--- config.mk ---
export PLATFORM = sky130hd
export DESIGN_NAME = fir_memory_reader_flat
export DESIGN_NICKNAME = d
export VERILOG_FILES = /design/src/rtl/fir_memory_reader_if.sv /design/src/rtl/fir_memory_reader.sv /design/src/flat_wrapper.sv
export SDC_FILE = /design/constraint.sdc
export NUM_CORES = 1
export LEC_CHECK = 0
export CORE_ASPECT_RATIO = 0.6
export CORE_MARGIN = 2
export CORE_UTILIZATION = 50
export CTS_CLUSTER_DIAMETER = 40
export DETAILED_ROUTE_END_ITERATION = 8
export PLACE_DENSITY = 0.72
export SLEW_MARGIN = 25
export SYNTH_ARGS = -nofsm -noshare
export SYNTH_HDL_FRONTEND = slang
export SYNTH_SLANG_ARGS = --single-unit
--- constraint.sdc ---
create_clock -name clk -period 5.6 [get_ports clk]
set_input_delay 1.68 -clock clk [delete_from_list [all_inputs] [get_ports clk]]
set_output_delay 1.68 -clock clk [all_outputs]
set_load 0.005 [all_outputs]
--- src/rtl/fir_memory_reader_if.sv ---
// rtl/fir_memory_reader_if.sv - Avalon-MM read port and Avalon-ST source bundle for fir_memory_reader
interface fir_memory_reader_if #(
    parameter int ADDR_W = 14,
    parameter int DATA_W = 64
) ();
    logic [ADDR_W-1:0] address;
    logic              chipselect;
    logic              read;
    logic [DATA_W-1:0] readdata;
    logic [DATA_W-1:0] src_data;
    logic              src_valid;
    logic              src_ready;
    logic              src_last;

    modport master (
        output address, chipselect, read,
        input  readdata,
        output src_data, src_valid, src_last,
        input  src_ready
    );

    modport slave (
        input  address, chipselect, read,
        output readdata,
        input  src_data, src_valid, src_last,
        output src_ready
    );
endinterface

--- src/rtl/fir_memory_reader.sv ---
// rtl/fir_memory_reader.sv - block reader: Avalon-MM reads into a FIFO streamed out on Avalon-ST; FIR_READER_LOOP_EN repeats the block forever
module fir_memory_reader #(
    parameter int ADDR_W     = 14,
    parameter int DATA_W     = 64,
    parameter int FIFO_DEPTH = 4
) (
    input  logic              clk,
    input  logic              reset,
    input  logic              start,
    input  logic              abort,
    input  logic [ADDR_W-1:0] base_addr,
    input  logic [ADDR_W:0]   length,
    output logic              busy,
    output logic              done,
    fir_memory_reader_if.master bus
);
    localparam int PTR_W = (FIFO_DEPTH > 1) ? $clog2(FIFO_DEPTH) : 1;
    localparam int CNT_W = PTR_W + 2;

    typedef enum logic [1:0] {IDLE, RUN, DRAIN} state_t;

    state_t            state_q;
    logic [ADDR_W-1:0] ptr_q;
    logic [ADDR_W-1:0] addr_q;
    logic [ADDR_W:0]   remaining_q;
    logic              read_q;
    logic              read_last_q;
    logic              rvalid_q;
    logic              rvalid_last_q;
    logic              done_q;
    logic              busy_q;
    logic [PTR_W-1:0]  wr_ptr_q;
    logic [PTR_W-1:0]  rd_ptr_q;
    logic [CNT_W-1:0]  count_q;
    logic [DATA_W:0]   mem_q [FIFO_DEPTH];
`ifdef FIR_READER_LOOP_EN
    logic [ADDR_W-1:0] cfg_base_q;
    logic [ADDR_W:0]   cfg_len_q;
`endif

    logic             push;
    logic             pop;
    logic             issue;
    logic             issue_last;
    logic             head_last;
    logic             fifo_valid;
    logic [CNT_W-1:0] count_d;

    // Each FIFO entry carries the end-of-pass flag in its top bit.
    assign fifo_valid = (count_q != '0);
    assign push       = rvalid_q;
    assign pop        = fifo_valid && bus.src_ready;
    assign head_last  = mem_q[rd_ptr_q][DATA_W];
    assign count_d    = count_q + CNT_W'(push) - CNT_W'(pop);

    // A new read is only launched if its word is guaranteed a FIFO slot:
    // next-cycle occupancy plus the read already on the bus plus this one.
    assign issue      = (state_q == RUN) &&
                        ((count_d + CNT_W'(read_q)) < CNT_W'(FIFO_DEPTH));
    assign issue_last = issue && (remaining_q == (ADDR_W+1)'(1));

    assign bus.address    = addr_q;
    assign bus.chipselect = read_q;
    assign bus.read       = read_q;
    assign bus.src_valid  = fifo_valid;
    assign bus.src_data   = fifo_valid ? mem_q[rd_ptr_q][DATA_W-1:0] : '0;
    assign bus.src_last   = fifo_valid && head_last;
    assign busy           = busy_q;
    assign done           = done_q;

    // Control FSM, read pipeline, FIFO pointers and registered outputs.
    always_ff @(posedge clk) begin
        if (reset || abort) begin
            state_q       <= IDLE;
            read_q        <= 1'b0;
            read_last_q   <= 1'b0;
            rvalid_q      <= 1'b0;
            rvalid_last_q <= 1'b0;
            wr_ptr_q      <= '0;
            rd_ptr_q      <= '0;
            count_q       <= '0;
            done_q        <= 1'b0;
            busy_q        <= 1'b0;
            if (reset) begin
                ptr_q       <= '0;
                addr_q      <= '0;
                remaining_q <= '0;
`ifdef FIR_READER_LOOP_EN
                cfg_base_q  <= '0;
                cfg_len_q   <= '0;
`endif
            end
        end else begin
            done_q        <= 1'b0;
            read_q        <= issue;
            read_last_q   <= issue_last;
            rvalid_q      <= read_q;
            rvalid_last_q <= read_last_q;
            count_q       <= count_d;
            if (push) wr_ptr_q <= wr_ptr_q + PTR_W'(1);
            if (pop)  rd_ptr_q <= rd_ptr_q + PTR_W'(1);
            if (issue) begin
                addr_q      <= ptr_q;
                ptr_q       <= ptr_q + ADDR_W'(1);
                remaining_q <= remaining_q - (ADDR_W+1)'(1);
            end
            case (state_q)
                IDLE: begin
                    if (start) begin
                        if (length == '0) begin
                            done_q <= 1'b1;
                        end else begin
                            state_q     <= RUN;
                            busy_q      <= 1'b1;
                            ptr_q       <= base_addr;
                            remaining_q <= length;
`ifdef FIR_READER_LOOP_EN
                            cfg_base_q  <= base_addr;
                            cfg_len_q   <= length;
`endif
                        end
                    end
                end
                RUN: begin
                    if (issue_last) begin
`ifdef FIR_READER_LOOP_EN
                        ptr_q       <= cfg_base_q;
                        remaining_q <= cfg_len_q;
`else
                        state_q     <= DRAIN;
`endif
                    end
                end
                DRAIN: begin
                    if (pop && head_last) begin
                        state_q <= IDLE;
                        busy_q  <= 1'b0;
                        done_q  <= 1'b1;
                    end
                end
                default: state_q <= IDLE;
            endcase
        end
    end

    // FIFO storage: capture readdata in the cycle after its read.
    always_ff @(posedge clk) begin
        if (push) mem_q[wr_ptr_q] <= {rvalid_last_q, bus.readdata};
    end
endmodule

--- src/flat_wrapper.sv ---
// flat-port wrapper written by rule: the top's interface ports become plain ports
module fir_memory_reader_flat 
#(
    parameter int ADDR_W     = 14,
    parameter int DATA_W     = 64,
    parameter int FIFO_DEPTH = 4
)
  (clk, reset, start, abort, base_addr, length, busy, done, bus_address, bus_chipselect, bus_read, bus_readdata, bus_src_data, bus_src_valid, bus_src_last, bus_src_ready);
  fir_memory_reader_if #(.ADDR_W(ADDR_W), .DATA_W(DATA_W)) bus_i ();
  input  logic clk;
  input  logic reset;
  input  logic start;
  input  logic abort;
  input  logic [ADDR_W-1:0] base_addr;
  input  logic [ADDR_W:0] length;
  output logic busy;
  output logic done;
  output wire logic [$bits(bus_i.address)-1:0] bus_address;
  output wire logic [$bits(bus_i.chipselect)-1:0] bus_chipselect;
  output wire logic [$bits(bus_i.read)-1:0] bus_read;
  input wire logic [$bits(bus_i.readdata)-1:0] bus_readdata;
  output wire logic [$bits(bus_i.src_data)-1:0] bus_src_data;
  output wire logic [$bits(bus_i.src_valid)-1:0] bus_src_valid;
  output wire logic [$bits(bus_i.src_last)-1:0] bus_src_last;
  input wire logic [$bits(bus_i.src_ready)-1:0] bus_src_ready;
  assign bus_address = bus_i.address;
  assign bus_chipselect = bus_i.chipselect;
  assign bus_read = bus_i.read;
  assign bus_i.readdata = bus_readdata;
  assign bus_src_data = bus_i.src_data;
  assign bus_src_valid = bus_i.src_valid;
  assign bus_src_last = bus_i.src_last;
  assign bus_i.src_ready = bus_src_ready;
  fir_memory_reader #(.ADDR_W(ADDR_W), .DATA_W(DATA_W), .FIFO_DEPTH(FIFO_DEPTH)) u_core (.clk(clk), .reset(reset), .start(start), .abort(abort), .base_addr(base_addr), .length(length), .busy(busy), .done(done), .bus(bus_i));
endmodule
# Word level (Yosys, flattened, before mapping)

Memories as Yosys holds them, arrays and structs flattened. A register that Yosys moved wholly into a read port is not among the register bits.
Cells that the tools add are included.

Output and inout bits: 84
RAM bits: 260
Logic and storage cells: 76
Memories kept: 1
Input bits: 98
Bits in registers: 59

Equality and inequality tests: 8
Add/subtract/negate cells: 7
Reduce and logical (&&, ||, !) cells: 14
Muxes and demuxes: 32
Magnitude comparators: 1

Memory list:

| name         | depth | bits a word | read ports | clocked after memory_dff | wr ports | line                    | RTL |
|---|---|---|---|---|---|---|---|
| u_core.mem_q | 4     | 65          | 1          | 1                        | 1        | fir_memory_reader.sv:35 | `logic [DATA_W:0] mem_q [FIFO_DEPTH];` |

Operators by type and width:

| cell                                                        | number |
|---|---|
| two-way mux 14 bit                                          | 8 |
| two-way mux 15 bit                                          | 6 |
| two-way mux 64 bit                                          | 1 |
| == test 15 x 1 -> 1 bit (second input constant)             | 1 |
| logical NOT 15 bit                                          | 1 |
| subtractor 15 x 1 -> 15 bit (second input constant)         | 1 |
| adder 14 x 1 -> 14 bit (second input constant)              | 1 |
| two-way mux 2 bit                                           | 6 |
| adder 4 x 1 -> 4 bit                                        | 2 |
| two-way mux 1 bit                                           | 8 |
| AND reduction 4 bit                                         | 2 |
| inequality test 2 bit (second input constant)               | 3 |
| case mux 2 bit (3 select lines)                             | 1 |
| logical AND 1 bit                                           | 5 |
| adder 2 x 1 -> 2 bit (second input constant)                | 2 |
| less-than comparator 4 x 3 -> 1 bit (second input constant) | 1 |
| inequality test 2 x 1 -> 1 bit (second input constant)      | 2 |
| case mux 1 bit (2 select lines)                             | 2 |
| nonzero test 2 bit                                          | 2 |
| nonzero test 4 bit                                          | 1 |
| subtractor 4 x 1 -> 4 bit                                   | 1 |
| == test 2 x 1 -> 1 bit (second input constant)              | 1 |
| == test 2 bit (second input constant)                       | 1 |
| logical NOT 2 bit                                           | 1 |
| 2 further kinds                                             | 2 |

# Longest topological paths before layout

Gate-level depths: netlist of the first run.

Word-level depth: 11
Gate-level depth with buffers: 16
Depth with buffers taken out: 14

# Worst setup path after synthesis of the first run

No wires, ideal clock.

Path type: input to register
From: in bus_src_ready
To: reg u_core.remaining_q[13] (data pin)
Buffers on the path: 2
Cell stages on the path: 13
Setup slack: 1.157 ns
Required time: 5.330 ns
Setup time: 0.270 ns
Data arrival time: 4.172 ns
Cell sequence: and2_1 -> clkbuf_1 -> ha_1 -> inv_1 -> ha_1 -> fa_1 -> xnor2_2 -> and2_4 -> nand3_4 -> buf_6 -> a2111oi_4 -> xnor2_1 -> a21oi_1

Longest elaborated chain between the ends: 10

Ends and longest elaborated chain:

| element                               | line                     | RTL |
|---|---|---|
| from (decl)                           | flat_wrapper.sv:25       | `input wire logic [$bits(bus_i.src_ready)-1:0] bus_src_ready;` |
| logical AND 1 bit *                   | fir_memory_reader.sv:52  | `assign pop = fifo_valid && bus.src_ready;` |
| net u_core.pop                        | fir_memory_reader.sv:42  | `logic pop;` |
| subtractor 4 x 1 -> 4 bit *           | fir_memory_reader.sv:54  | `assign count_d = count_q + CNT_W'(push) - CNT_W'(pop);` |
| adder 4 x 1 -> 4 bit *                | fir_memory_reader.sv:59  | `((count_d + CNT_W'(read_q)) < CNT_W'(FIFO_DEPTH));` |
| less-than comparator 4 x 3 -> 1 bit * | fir_memory_reader.sv:59  |  |
| logical AND 1 bit *                   | fir_memory_reader.sv:58  | `assign issue = (state_q == RUN) &&` |
| two-way mux 15 bit *                  | fir_memory_reader.sv:102 | `if (issue) begin` |
| two-way mux 15 bit                    | fir_memory_reader.sv:110 | `if (length == '0) begin` |
| two-way mux 15 bit                    | fir_memory_reader.sv:109 | `if (start) begin` |
| two-way mux 15 bit *                  | fir_memory_reader.sv:107 | `case (state_q)` |
| two-way mux 15 bit *                  | fir_memory_reader.sv:73  | `if (reset \|\| abort) begin` |
| to (signal assigned)                  | fir_memory_reader.sv:105 | `remaining_q <= remaining_q - (ADDR_W+1)'(1);` |
| to (signal assigned)                  | fir_memory_reader.sv:116 | `remaining_q <= length;` |
| to (decl)                             | fir_memory_reader.sv:25  | `logic [ADDR_W:0] remaining_q;` |

The timed path passes the listed nets; every way through them passes the cells marked *.
A chain may end at the register's enable or synchronous reset.

# Worst setup path in the final report of the first run

From: in bus_src_ready
To: reg u_core.addr_q[4] (netlist: u_core.bus.address[4]) (enable)

Longest elaborated chain between the ends: 7

Ends and longest elaborated chain:

| element                              | line                     | RTL |
|---|---|---|
| logical AND 1 bit                    | fir_memory_reader.sv:52  |  |
| subtractor 4 x 1 -> 4 bit            | fir_memory_reader.sv:54  |  |
| adder 4 x 1 -> 4 bit                 | fir_memory_reader.sv:59  |  |
| less-than comparator 4 x 3 -> 1 bit  | fir_memory_reader.sv:59  |  |
| logical AND 1 bit                    | fir_memory_reader.sv:58  |  |
| nonzero test 2 bit (no source line)  | --                       |  |
| AND reduction 2 bit (no source line) | --                       |  |
| to (signal assigned)                 | fir_memory_reader.sv:103 | `addr_q <= ptr_q;` |
| to (decl)                            | fir_memory_reader.sv:24  | `logic [ADDR_W-1:0] addr_q;` |

Every way passes these cells.

==> results of run 1 <==
==> worst reg2reg max path, cell delays in order (launching register included) <==
cell and delay (ps):
dfxtp_1 290, inv_1 70, ha_1 190, nand3_2 110
and2_1 240, ha_1 300, inv_1 40, ha_1 220
fa_1 420, xnor2_2 360, and2_4 260, nand3_4 200
a21o_1 280, nor2_1 150, or2_2 360
==> cell families after synthesis <==
| kind of cell | count (synthesis) | share of synthesized area |
|---|---|---|
| compound gates | 88 | 0.04607 |
| xor+xnor | 29 | 0.01969 |
| fa+ha+maj | 13 | 0.01281 |
| buf+inv | 52 | 0.01668 |
| flops | 321 | 0.7123 |
| mux | 67 | 0.1117 |
| simple gates | 179 | 0.08066 |
==> layer usage <==
layer	vias up	track usage
met3	54	0.04615
li1	3325	-
met1	3631	0.2971
met4	0	0.06087
met2	255	0.2827
met5	-	0
==> final cells by class <==
class	instances	area [µm²]
antenna	2	5.005
clock buffer	43	948.4
inverter	16	60.06
fill	1882	9534
tap	360	450.4
multi-input combinational	376	3613
sequential	321	9467
timing repair buffer	190	1944
clock inverter	21	222.7
==> power by group through the flow <==
stage	logic [mW]	clock network [mW]	registers, mW
CTS	1.55	2.36	2.72
detailed placement	1.53	0	2.77
floorplan	0.829	0	2.75
global route	1.65	2.46	2.72
global placement	1.52	0	2.77
finish	1.53	2.31	2.72
==> per-stage QoR <==
step,cell area (µm²),total power [mW],setup WS (ps),hold slack (ps),cells
global route,16710,6.829,740.8,470.7,1327
detailed placement,15460,4.302,366.9,432.6,1260
finish,16710,6.556,859.7,448.3,1329
global placement,15460,4.288,461.1,418.3,1260
CTS,16630,6.629,878.9,450.4,1324
floorplan,13280,3.574,1157,405.7,749
==> layout by cell type, fill, tap and decap left out, types with 6 or more instances in the layout <==
cell type / n
a21oi_1: 28
and2_1: 82
clkbuf_1: 6
clkbuf_16: 37
clkdlybuf4s50_1: 181
dfxtp_1: 16
edfxtp_1: 303
ha_1: 12
inv_1: 16
mux4_2: 65
nand2_1: 22
nand3_1: 9
nand4_1: 6
nor2_1: 20
o21ai_0: 28
xnor2_1: 17
xor2_1: 11
==> registers in the layout, summed over array words and instances (netlist names), named ones only <==
register	cells
u_core.ptr_q	14
u_core.wr_ptr_q	2
u_core.mem_q	260
u_core.state_q	2
u_core.rd_ptr_q	2
u_core.rvalid_last_q	1
u_core.push	1
u_core.bus.address	14
u_core.remaining_q	15
u_core.done	1
u_core.count_q	4
u_core.bus.chipselect	1
u_core.busy	1
u_core.read_last_q	1
==> worst paths after layout <==
| kind | from | to | slack (ps) | depth (start not counted) |
|---|---|---|---|---|
| worst min register to register | u_core.read_last_q | u_core.rvalid_last_q | 450 | 1 |
| worst max-delay path | bus_src_ready | u_core.bus.address[4] | 860 | 12 |
| worst min-delay path | u_core.read_last_q | u_core.rvalid_last_q | 450 | 1 |
| worst max register to register | u_core.count_q[2] | u_core.bus.address[4] | 1770 | 14 |
==> impl_metrics.yaml, run 1 <==
clocking:
  clock_latency_ps: 500
  cts_tree: "yes"
  ctsResizeCount: 0
  cts-root-buf: "clkbuf_16"
  cts.clk_slew.worst_paths_ps: 60
  cts_hold_buf: 0
  cts_setup_buffers: 0
  cts_made_buffers: 36
  htree_levels: 2
  clk_path_buf_depth: 3
  clock_sinks: 321
synthesis:
  yosysTopAreaCell: "edfxtp_1"
  synthesis.nets: 860
  yosysTopAreaCellShare: 0.6852
  ys_async_sr_fraction: 0
  yosysWarnings: 0
  syn_area_um2: 13280
  yosysSeqAreaShare: 0.7123
  synth.top_cells.by_area: "edfxtp_1 (69%), mux4_2 (11%), and2_1 (4.1%)"
  syn_inst: 749
  yosysUniqueCellTypes: 58
  synth_common_cells: "edfxtp_1 (303), and2_1 (86), mux4_2 (65)"
  synth-seq-cells: 321
  yosysMostFrequentCell: "edfxtp_1"
  synth_edf_count: 303
  avgSynthCellArea_um2: 17.73
  ys.flop_type: "edfxtp_1"
detailed_routing:
  wl_mm: 27.00
  firstDrtPassIters: 5
  avgRoutedWirePerCell_um: 20.32
  viasPerCell: 5.467
  drc: 0
  ant_nets: 0
  wl_met3_mm: 1.951
  top_layer_used: "met4"
  met2WireLength_mm: 11.54
  first_iter_violations: 520
  dr_total_vias: 7265
  drt-met1-wl_mm: 12.82
power:
  p_clk_frac: 0.352
  power.leakage_nw: 5.299
  p_per_area_nw_per_um2: 392.3
  pwr-share-seq: 0.414
  swShare: 0.2618
  vdd_drop_max_v: 0.0002446
  internal-power_mw: 4.840
  switching_power_mw: 1.716
  comb_power_share: 0.234
sta:
  finalCriticalPeriod_ps: 4740
  fmax_mhz: 211.0
  setup_tns_ps: 0
  hold_viol: 0
  slew_viol_final: 0
  tightest_slew_ps: 1007
  fin_crit_sh: 0.8465
  finalSetupViolCount: 0
  slew_headroom: 0.3289
  finalClockSkew_ps: 12.33
  rsz0062_at_grt: "no"
critical_path:
  cp_data_required_time_ps: 5760
  max_stage_delay_ps: 420
  crit_top_cell: "ha_1"
  crit_path_start_kind: "input port"
  cp.arrival_ps: 4900
  crit_family: "simple AND/OR/NAND/NOR gates"
  crit_path_top_delay_cell: "fa_1"
  crit_buf_inv: 2
  end_kind: "flop"
  crit_chain: "clkdlybuf4s50_1, and2_1, ha_1, inv_1, ha_1, fa_1, xnor2_2, and2_4, nand3_4, a21o_1, nor2_1, or2_2"
  crit_fanout: 14
  critical_path_class: "in -> reg"
placed_design:
  port-buffer-count: 181
  dpl.hpwl_mm: 16.43
  globalplace.congestion: 0.8583
die:
  initial_core_util: 0.5060
  fp.dieW_um: 214.4
  die_y_um: 130.2
  ios: 182
  core_area_um2: 26250
  rows: 46
  fp.dieArea_um2: 27920
global_route:
  grt_overflow: 0
  grt_max_degree: 67
  grt_pass1_wl_mm: 41.41
  grt_pass1_vias: 7279
  antenna_found_initial: 1
  grtUsageTotal: 0.1955
run_status:
  outcome: "finished clean"
flow_run:
  cap_violations: 0
layout:
  nNetsFinal: 1052
  fin_util: 0.6367
  drive_gt1_frac: 0.1634
  area_growth_pct: 25.85
min_path:
  hp-class: "reg -> reg"
No activity file was read; power rests on OpenSTA's default activity.
==> run 2, diff against run 1 <==
- clock period: 5.6 -> 4.97 ns (I/O delays scaled with it)
==> run 2 against run 1 <==
  * Clock power grew 12%
  * Power is 13% higher
  * Sequential share of layout area decreased by 0.19 points
  * Combinational power grew 15%
  * Via count rose by 0.67%
  * Critical path depth unchanged
  * Non-clock buffer count increased by 8
  * Flip-flop and latch count is the same
  * Largest power group unchanged
  * Highest routed layer is now met5
==> impl_metrics.yaml, run 2 (synthesis gave the netlist of run 1 again) <==
run_status:
  outcome: "finished clean"
sta:
  fin_hold_ws_ps: 430.3
  finalClockSkew_ps: 17.82
  hold_viol: 0
  tightest_slew_ps: 690.9
  slew_viol_final: 0
  fmax_mhz: 231.6
  finalCriticalPeriod_ps: 4318
  slew_headroom: 0.5352
  fin_crit_sh: 0.8688
  finalSetupViolCount: 0
  rsz0062_at_grt: "no"
  timing.final.ws_setup_ps: 651.9
  setup_tns_ps: 0
global_route:
  grt_pass1_wl_mm: 42.09
  antenna_found_initial: 3
  grt_overflow: 0
  grt_max_degree: 67
  grt_pass1_vias: 7244
  grtUsageTotal: 0.1990
layout:
  drive_gt1_frac: 0.1703
  nNetsFinal: 1060
  fillers: 1895
  fin_util: 0.6389
  top_regs: "u_core.mem_q: 260 flops, u_core.remaining_q: 15 flops"
  final_cell_mix: "edfxtp_1 (303), clkdlybuf4s50_1 (181), and2_1 (82)"
  area_growth_pct: 26.27
  top_register: "u_core.mem_q"
  final_cells: 1337
  largest_reg_flops: 260
  finalInstanceArea_um2: 16770
  final_common_cell: "edfxtp_1"
power:
  pwr-share-seq: 0.414
  comb_power_share: 0.238
  swShare: 0.2599
  internal-power_mw: 5.478
  p_per_area_nw_per_um2: 441.4
  vdd_drop_max_v: 0.0003307
  power.leakage_nw: 5.345
  p_clk_frac: 0.348
  p_total_mw: 7.402
  switching_power_mw: 1.923
die:
  rows: 46
  fp.dieW_um: 214.4
  fp.dieArea_um2: 27920
  die_y_um: 130.2
  ios: 182
  initial_core_util: 0.5060
  core_area_um2: 26250
clocking:
  cts-root-buf: "clkbuf_16"
  cts_tree: "yes"
  ctsResizeCount: 0
  clock_latency_ps: 510
  cts_made_buffers: 36
  cts_hold_buf: 0
  htree_levels: 2
  cts.clk_slew.worst_paths_ps: 60
  clock_sinks: 321
  clk_path_buf_depth: 3
  cts_setup_buffers: 0
placed_design:
  port-buffer-count: 181
  dpl.hpwl_mm: 16.97
  placed_area_um2: 15520
  post-place-ws_ps: 169.8
  globalplace.congestion: 0.8443
  placed_cells: 1267
critical_path:
  critical_path_class: "in -> reg"
  end_kind: "flop"
  crit_path_start_kind: "input port"
  crit_top_cell: "ha_1"
  max_stage_delay_ps: 430
  reg2reg_slack_ps: 1410
  crit_fanout: 5
  crit_chain: "clkdlybuf4s50_1, and2_1, ha_1, inv_1, ha_1, fa_1, xnor2_2, and2_4, nor4b_4, nor2_2, or3_1, a31oi_1"
  crit_path_top_delay_cell: "clkdlybuf4s50_1"
  cp_data_required_time_ps: 5310
  cp.arrival_ps: 4650
detailed_routing:
  first_iter_violations: 599
  ant_nets: 0
  wl_mm: 27.37
  dr_total_vias: 7314
  viasPerCell: 5.470
  drc: 0
  avgRoutedWirePerCell_um: 20.47
  firstDrtPassIters: 5
flow_run:
  cap_violations: 0
min_path:
  hp-class: "reg -> reg"
## run 2: cell count changes in the layout (fill, tap and decap cells not counted), moves of 2 or more
cell,previous run,this run
clkinvlp_4,4,1
inv_8,4,0
clkinv_4,1,3
clkbuf_1,6,8
buf_4,5,11
clkinv_2,4,8
clkinv_1,3,1
buf_12,2,5
## run 2: path summary, 6_finish.rpt
check,from,endpoint,cells past startpoint
max,bus_src_ready,u_core.remaining_q[10],12
min,u_core.read_last_q,u_core.rvalid_last_q,1
max reg2reg,u_core.count_q[2],u_core.remaining_q[10],14
min reg2reg,u_core.read_last_q,u_core.rvalid_last_q,1
## run 2: critical path: cells and delay by family
| family | cells | cell delay (ps) |
|---|---|---|
| buffers and inverters | 2 | 470 |
| xor gates and xnor gates | 1 | 350 |
| and+or+nand+nor | 5 | 1240 |
| AOI/OAI and AO/OA | 1 | 190 |
| adders and majority gates | 3 | 900 |
## run 2: cell type report
class / instances / area [µm²] / area share
sequential: 321 / 9467 / 0.5646
antenna: 2 / 5.005 / 0.0002985
timing repair buffer: 198 / 2022 / 0.1206
tap: 360 / 450.4 / 0.02686
multi-input combinational: 376 / 3613 / 0.2155
inverter: 16 / 60.06 / 0.003582
clock inverter: 19 / 193.9 / 0.01157
clock buffer: 45 / 955.9 / 0.05701
## run 2: power by group through the flow
stage                     Sequential [mW]  Clock (mW)  Combinational (mW)
after floorplan                      3.09           0               0.934
after global placement               3.12           0                1.76
after detailed placement             3.12           0                1.77
after CTS                            3.07        2.63                1.79
after global routing                 3.07        2.75                1.90
final                                3.06        2.58                1.76
## run 2: layer usage
metal | GRT usage | up-vias | wire length, µm
met4 | 0.06127 | 2 | 524
li1 | - | 3339 | -
met5 | 0 | - | 13
met1 | 0.3035 | 3672 | 12940
met2 | 0.2838 | 261 | 11880
met3 | 0.04965 | 40 | 2005
==> run 3, diff against run 2 <==
- DONT_BUFFER_PORTS: default -> 1
- PLACE_DENSITY: 0.72 -> 0.63
==> run 3 against run 2 <==
  * Flip-flop and latch count did not move
  * Die area did not move
  * Clock power fell by 5%
  * Clock skew rose by 1.5 ps
  * Critical path depth fell by 1
  * Cell area fell by 11%
  * Power fell by 10%
  * Non-clock buffer count fell by 187
  * Combinational power fell by 36%
  * Critical endpoint is now u_core.bus.address[4]
==> impl_metrics.yaml, run 3 (synthesis gave the netlist of run 1 again) <==
run_status:
  outcome: "finished clean"
critical_path:
  cp_data_required_time_ps: 5130
  reg2reg_depth: 14
  crit_path_end: "u_core.bus.address[4]"
  end_kind: "flop"
  reg2reg_slack_ps: 1170
  r2r_start: "u_core.count_q[2]"
  crit_top_cell: "ha_1"
  crit_chain: "and2_1, ha_1, inv_1, ha_1, fa_1, xnor2_2, and2_4, nand3_4, a21o_1, nor2_1, or2_2"
  r2r-end: "u_core.bus.address[4]"
  crit_start: "bus_src_ready"
  cp.depth: 11
  crit_path_start_kind: "input port"
  max_stage_delay_ps: 420
  crit_path_top_delay_cell: "fa_1"
  cp.arrival_ps: 4240
  critical_path_class: "in -> reg"
  crit_buf_inv: 1
  crit_family: "simple AND/OR/NAND/NOR gates"
  crit_fanout: 14
flow_run:
  cap_violations: 0
sta:
  fin_crit_sh: 0.8211
  finalSetupViolCount: 0
  slew_headroom: 0.3214
  fin_hold_ws_ps: 459.9
  hold_viol: 0
  finalClockSkew_ps: 19.36
  finalCriticalPeriod_ps: 4081
  rsz0062_at_grt: "no"
  setup_tns_ps: 0
  slew_viol_final: 0
  fmax_mhz: 245.0
  tightest_slew_ps: 1018
global_route:
  grt_pass1_vias: 6698
  grt_max_degree: 67
  grtUsageTotal: 0.1901
  grt_overflow: 0
  antenna_found_initial: 0
  grt_pass1_wl_mm: 40.01
die:
  rows: 46
  fp.dieW_um: 214.4
  die_y_um: 130.2
  ios: 182
  core_area_um2: 26250
  initial_core_util: 0.5060
  fp.dieArea_um2: 27920
clocking:
  cts_tree: "yes"
  clock_latency_ps: 510
  cts_hold_buf: 0
  htree_levels: 2
  cts-root-buf: "clkbuf_16"
  ctsResizeCount: 0
  cts.clk_slew.worst_paths_ps: 60
  cts_setup_buffers: 0
  clock_sinks: 321
  clk_path_buf_depth: 3
  cts_made_buffers: 36
detailed_routing:
  dr_total_vias: 6610
  viasPerCell: 5.763
  ant_nets: 0
  avgRoutedWirePerCell_um: 23.13
  drc: 0
  firstDrtPassIters: 5
  wl_mm: 26.53
  first_iter_violations: 465
power:
  vdd_drop_max_v: 0.0002944
  p_total_mw: 6.662
  p_per_area_nw_per_um2: 448.4
  power.leakage_nw: 4.616
layout:
  top_register: "u_core.mem_q"
  nNetsFinal: 873
  antenna_cells: 0
  final_cell_mix: "edfxtp_1 (303), and2_1 (82), mux4_2 (65)"
  final_common_cell: "edfxtp_1"
  top_regs: "u_core.mem_q: 260 flops, u_core.remaining_q: 15 flops"
  area_growth_pct: 11.89
  largest_reg_flops: 260
  drive_gt1_frac: 0.2020
  fillers: 1980
min_path:
  hp-class: "reg -> reg"
placed_design:
  port-buffer-count: 0
  dpl.hpwl_mm: 16.45
  globalplace.congestion: 0.8891
==> run 3: worst min path at each step <==
stage,slack [ps],cells past startpoint,to,startpoint
final,460,1,u_core.rvalid_last_q,u_core.read_last_q
after global routing,510,1,u_core.rvalid_last_q,u_core.read_last_q
after CTS,460,1,u_core.rvalid_last_q,u_core.read_last_q
after detailed placement,440,1,u_core.rvalid_last_q,u_core.read_last_q
after global placement,430,1,u_core.rvalid_last_q,u_core.read_last_q
after floorplan,410,1,u_core.rvalid_last_q,u_core.read_last_q
==> run 3: through the flow <==
step / instances / worst slack, ps / util / cell area, µm²
floorplan: 749 / 716.3 / - / 13280
global placement: 1080 / 481.2 / 0.5203 / 13660
detailed placement: 1080 / 380.9 / 0.5203 / 13660
CTS: 1143 / 917.0 / 0.5622 / 14760
global route: 1147 / 752.1 / 0.5661 / 14860
finish: 1147 / 889.2 / 0.5661 / 14860
==> run 3: routing by layer <==
| layer | global-route usage | vias to the layer above | wire (µm) |
|---|---|---|---|
| li1 | - | 2951 | - |
| met1 | 0.2743 | 3389 | 12060 |
| met2 | 0.2788 | 231 | 11800 |
| met3 | 0.06457 | 39 | 2238 |
| met4 | 0.05147 | 0 | 433 |
| met5 | 0 | - | 0 |
==> run 3: report_power, final <==
| part | internal [mW] | switching [mW] |
|---|---|---|
| sequential | 3.01 | 0.0562 |
| clock | 1.39 | 1.07 |
| combinational | 0.411 | 0.720 |
==> run 3: cell type report <==
cell class	count	area, µm²	share of cell area
tap	360	450.4	0.03032
timing repair buffer	11	167.7	0.01128
sequential	321	9467	0.6371
clock buffer	40	937.1	0.06307
multi-input combinational	376	3613	0.2432
clock inverter	23	162.7	0.01095
inverter	16	60.06	0.004042
==> run 3: worst register-to-register path, stage by stage, from the launching register on <==
cell	delay [ps]
dfxtp_1	300
inv_1	70
ha_1	190
nand3_2	100
and2_1	230
ha_1	300
inv_1	40
ha_1	220
fa_1	420
xnor2_2	350
and2_4	260
nand3_4	200
a21o_1	280
nor2_1	120
or2_2	370
